## src/rtl/down_timer.sv

```systemverilog
//------------------------------------------------------------------------------
// down_timer : loadable down-counting timer, one-shot or periodic auto-reload
// Revision   : 1.0
//------------------------------------------------------------------------------
`default_nettype none

module down_timer #(
    parameter int WIDTH = 4
) (
    input  logic             clk,
    input  logic             res,
    input  logic             start,
    input  logic             stop,
    input  logic             en,
    input  logic             mode,
    input  logic [WIDTH-1:0] load_val,
    output logic [WIDTH-1:0] out,
    output logic             tc,
    output logic             busy
);

    typedef enum logic [0:0] {
        S_IDLE = 1'b0,
        S_RUN  = 1'b1
    } state_t;

    localparam logic [WIDTH-1:0] c_ONE  = {{(WIDTH-1){1'b0}}, 1'b1};
    localparam logic [WIDTH-1:0] c_ZERO = '0;

    state_t           r_state;
    state_t           w_state_nxt;
    logic [WIDTH-1:0] r_out;
    logic [WIDTH-1:0] w_out_nxt;
    logic [WIDTH-1:0] r_reload;
    logic [WIDTH-1:0] w_reload_nxt;
    logic             r_tc;
    logic             w_tc_nxt;

    always_ff @(posedge clk) begin
        if (!res) begin
            r_state  <= S_IDLE;
            r_out    <= c_ZERO;
            r_reload <= c_ZERO;
            r_tc     <= 1'b0;
        end else begin
            r_state  <= w_state_nxt;
            r_out    <= w_out_nxt;
            r_reload <= w_reload_nxt;
            r_tc     <= w_tc_nxt;
        end
    end

    always_comb begin
        w_state_nxt  = r_state;
        w_out_nxt    = r_out;
        w_reload_nxt = r_reload;
        w_tc_nxt     = 1'b0;
        if (stop) begin
            w_state_nxt = S_IDLE;
        end else if (start) begin
            w_state_nxt  = S_RUN;
            w_out_nxt    = load_val;
            w_reload_nxt = load_val;
        end else if (r_state == S_RUN && en) begin
            if (r_out == c_ONE) begin
                w_tc_nxt = 1'b1;
                if (mode) begin
                    w_out_nxt = r_reload;
                end else begin
                    w_out_nxt   = c_ZERO;
                    w_state_nxt = S_IDLE;
                end
            end else begin
                // A count of zero wraps to all-ones, giving 2^WIDTH counts.
                w_out_nxt = r_out - c_ONE;
            end
        end
    end

    assign out  = r_out;
    assign tc   = r_tc;
    assign busy = (r_state == S_RUN);

endmodule

`default_nettype wire

```

## config.mk

```make
export PLATFORM = sky130hd
export DESIGN_NAME = down_timer
export DESIGN_NICKNAME = d
export VERILOG_FILES = /design/src/rtl/down_timer.sv
export SDC_FILE = /design/constraint.sdc
export NUM_CORES = 1
export LEC_CHECK = 0
export ABC_CLOCK_PERIOD_IN_PS = 2300
export CORE_MARGIN = 3
export CORE_UTILIZATION = 40
export CTS_BUF_LIST = sky130_fd_sc_hd__clkbuf_8 sky130_fd_sc_hd__clkbuf_16
export DETAILED_ROUTE_END_ITERATION = 10
export PLACE_DENSITY_LB_ADDON = 0.05
export SYNTH_ARGS = -nofsm -noshare
export SYNTH_HDL_FRONTEND = slang
export SYNTH_SLANG_ARGS = --single-unit
```

## constraint.sdc

```tcl
create_clock -name clk -period 2.3 [get_ports clk]
set_clock_uncertainty 0.1 [all_clocks]
set_input_delay 0.69 -clock clk [delete_from_list [all_inputs] [get_ports clk]]
set_output_delay 0.69 -clock clk [all_outputs]
set_load 0.1 [all_outputs]
```

# After elaboration in Yosys (flattened, before gate mapping)
# Index checks and enable logic that the tools add are counted.
[word_totals]
n_memories = 0
latch_bits = 0
out_inout_bits = 6
ram_bits = 0
reg_bits = 10
inputBits = 10
wordCells = 27
mem_bits_ro = 0
[classes]
div = 0
n_reduce_logical = 8
n_shift = 0
n_mul = 0
addsub = 1
muxes = 9
n_eq_ne = 2
bitwise_logic = 3
order_cmp = 0
[ops]
columns = ["cell", "count"]
rows = [
  ["2-to-1 mux 4 bit", 4],
  ["2-to-1 mux 1 bit", 5],
  ["== test 4 x 1 -> 1 bit (second input constant)", 1],
  ["AND reduction 2 bit", 2],
  ["nonzero test 2 bit", 2],
  ["OR reduction 4 bit", 1],
  ["subtractor 4 x 1 -> 4 bit (second input constant)", 1],
  ["NOT 1 bit", 3],
  ["AND reduction 3 bit", 1],
  ["inequality test 2 bit (second input constant)", 1],
  ["OR reduction 2 bit", 1],
  ["logical AND 1 bit", 1],
]

# Longest topological paths before layout
[logic_depth]
depth_word = 4
mapped_depth = 6
depth_no_buf = 6

# Worst setup path after synthesis
# OpenSTA, ideal clock, no wires.
[synth_path]
kind = "register to register"
from = "register r_out[0] (netlist: out[0])"
to = "register r_out[0] (netlist: out[0])"
t_arrival_ps = 2055
setup_ps = 136
stages_incl_launch_ff = 6
slack_ps = 9
path_buffers = 0
required_time_ps = 2064
period_less_slack_ps = 2291
cell_sequence = "dfxtp_1 -> ha_1 -> nor3b_1 -> nor2_1 -> a211oi_1 -> o32ai_1"
[synth_between]
elab_chain_cells = 4
word_cells_on_any_way = 5
cone_classes = "add/sub: 1; eq/ne: 1; mux: 3"
[synth_lines]
columns = ["element", "line", "rtl"]
rows = [
  ["from (decl)", "32", "logic [WIDTH-1:0] r_out;"],
  ["from (signal assigned)", "42", "r_out <= c_ZERO;"],
  ["from (signal assigned)", "47", "r_out <= w_out_nxt;"],
  ["subtractor 4 x 1 -> 4 bit or == test 4 x 1 -> 1 bit (tied branches)", "75, 65", ""],
  ["2-to-1 mux 4 bit *", "65", "if (r_out == c_ONE) begin"],
  ["2-to-1 mux 4 bit *", "64", "end else if (r_state == S_RUN && en) begin"],
  ["2-to-1 mux 4 bit *", "60", "end else if (start) begin"],
]
# Mark *: on every way between the ends. The rest lies on a longest branch, timed or not. The select of a mux whose other input is x is not followed.
# A chain may end at the register's enable or synchronous reset.

# Final worst setup path
[layout_path]
from = "input port start"
to = "register r_out[3] (netlist: out[3])"
[layout_between]
elab_chain_cells = 2
word_cells_on_any_way = 3
cone_classes = "mux: 1; reduce/logical: 2"
[layout_lines]
columns = ["element", "line", "rtl"]
rows = [
  ["from (decl)", "12", "input logic start,"],
  ["nonzero test 2 bit (no source line)", "n/a", ""],
  ["AND reduction 2 bit (no source line)", "n/a", ""],
]
# Parallel ways exist; a longest one is shown, timed or not.

==> reports/qor.txt <==
mux share of post-synthesis cell area: 0.0719
Tot GR Track Use: 0.169
Leakage: 0.313 nW
Synth top area share: 0.360
# IOs: 16
critical path startpoint: start
Clock Latency Late Sink: 240 ps
final WL: 1.45 mm
via count: 547
gpl congestion: 0.924
yosys warns: 0
Max VDD drop: 0.000404 V
# diodes: 0
pwr/cell area: 646 nW/um^2
Hold Vio Cnt, Final: 0
CP Capture Type: flip-flop
critical path type: in2reg
Post-CTS Repair Setup Buffers: 0
DP Wirelength: 1.04 mm
relative slew slack: 0.663
worst hold path class: reg2reg
final setup vio count: 0
Synth Area in Compound Gates: 0.231
EDFF count, synth: 0
R2R Path Start: out[1]
CTS Root Cell: clkbuf_8
first-pass GRT wire length: 2.38 mm
final net count: 95
post-synthesis simple-gate area fraction: 0.245
most frequent cells in the layout: dfxtp_1, clkdlybuf4s50_1, a21oi_1, buf_4
Synth cell types: 25
initial DRC count: 12
crit path max fanout: 6
Worst Tran Pin Value: 504 ps
H-tree levels: 1
core area: 1200 um^2
critical path capture point: out[3]
fillcell total: 97
total CTS buffers: 3
largest net degree at the start of global routing: 9
Area Overhead vs Synth: 52.6%
clock-pin slew on the worst setup and hold paths: 50 ps
IO buf count: 15
share of layout cells above drive strength 1: 0.256
Tmin final: 1950 ps
post-synthesis cell area: 557 um^2
initial core utilization: 0.464
CP max-delay cell: clkdlybuf4s50_1
Top FF cell, synth: dfxtp_1
flops & latches, synth: 10
Syn Area/Cell: 9.28 um^2
die width: 43.3 um
critical path cell sequence: clkdlybuf4s50_1 -> and3b_2 -> a21oi_1 -> o31a_1 -> o32ai_1
routed len/inst: 15.1 um
Gates resized, CTS repair: 0
ANT nets after route: 0
internal reg-to-reg setup slack: 430 ps
total grt overflow: 0
CP startpoint kind: primary input
Syn Nets: 72
max-cap viol count: 0
total power: 0.549 mW
worst r2r path cells: 6
ranking of synthesized cells by area: dfxtp_1, mux2i_1, nor2b_1, a21oi_1, o32ai_1
Adder-Cell Fraction of Synth Area: 0.0449
DRC: 0
die height: 43.3 um
Post-synth ARST share: 0
Die ar.: 1880 um^2
XOR/XNOR share of the synthesized area: 0
CTS Hold Bufs: 0
CP Data Required Time: 2340 ps
final core utilization: 0.707
Max clock buf depth: 2
unrepaired setup endpoints after global routing: false
post-synthesis sequential area ratio: 0.360
CP peak stage delay: 500 ps
final slew viol count: 0
cells after synthesis: 60
largest family of logic cells by synthesized area: simple AND/OR/NAND/NOR gates
run status: finished, final reports clean
setup TNS: 0 ps
vias per cell: 5.70
vias in the first global route: 523
reg-to-reg endpoint: out[1]
TritonCTS Sinks: 10
most common cell after layout, fill and taps aside: dfxtp_1
leading area contributor after synthesis: dfxtp_1
initial antenna violation count: 0
TritonCTS clock tree: done
Rows: 12
fmax: 0.512 GHz
DRT Pass-1 Iters: 4
final period utilization: 0.850
Arrival @ worst endpoint: 2000 ps
[synthesized netlist by cell type (all sizes together), types with 2 or more instances]
master,n
nand3b,2
o32ai,3
nor2,5
ha,2
o21ai,2
dfxtp,10
inv,3
nor3,2
nor2b,5
mux2i,4
a21oi,7
a211oi,2
or2b,2
[per-stage QoR]
| stage | instances | hold slack [ps] | setup slack (ps) | area [um^2] |
|---|---|---|---|---|
| after floorplan | 60 | 383 | 8.82 | 557 |
| after global placement | 92 | 406 | 140 | 795 |
| after detailed placement | 92 | 416 | 119 | 795 |
| after CTS | 96 | 427 | 349 | 850 |
| after global routing | 96 | 451 | 257 | 850 |
| final | 96 | 431 | 345 | 850 |
[where the power goes]
group          switching [mW]  total, mW  internal (mW)
sequential             0.0104      0.193          0.182
combinational          0.0741      0.137         0.0624
clock                  0.0692      0.220          0.150
[area by class of cell]
type                       count  area, um^2  share of cell area
multi-input combinational     45         330               0.389
tap                           14        17.5              0.0206
sequential                    10         200               0.236
timing repair buffer          20         235               0.277
inverter                       3        11.3              0.0133
clock buffer                   4        55.1              0.0648
[kinds of logic (layout without fill, tap and decap cells)]
logic type | Yosys count | after routing
compound gates | 18 | 18
fa+ha+maj | 2 | 2
buf+inv | 5 | 27
flops | 10 | 10
mux | 4 | 4
simple gates | 21 | 21
[layer usage]
metal  global-route usage  up-vias  wire length, um
met2                0.251       21              714
met3               0.0551        2               89
met1                0.215      257              626
met4               0.0904        0               14
li1                     -      267                -
met5                    0        -                0
[sequential cells by signal (all words and copies together) (netlist names)]
name and count:
tc 1, out 4, r_reload 4, busy 1
[how the worst min path moves through the flow]
stage,start,endpoint,cells after the start
6_report,r_reload[0],r_reload[0],2
4_1_cts,r_reload[0],r_reload[0],2
5_1_grt,r_reload[0],r_reload[0],2
2_1_floorplan,r_reload[3],r_reload[3],2
3_3_place_gp,r_reload[1],r_reload[1],2
3_5_place_dp,r_reload[0],r_reload[0],2
[critical path, delay by kind of cell]
| family | cells | cell delay (ps) |
|---|---|---|
| AO/OA/AOI/OAI | 3 | 470 |
| buffers and inverters | 1 | 500 |
| AND/OR/NAND/NOR | 1 | 330 |
No activity file was read; power rests on OpenSTA's default activity.
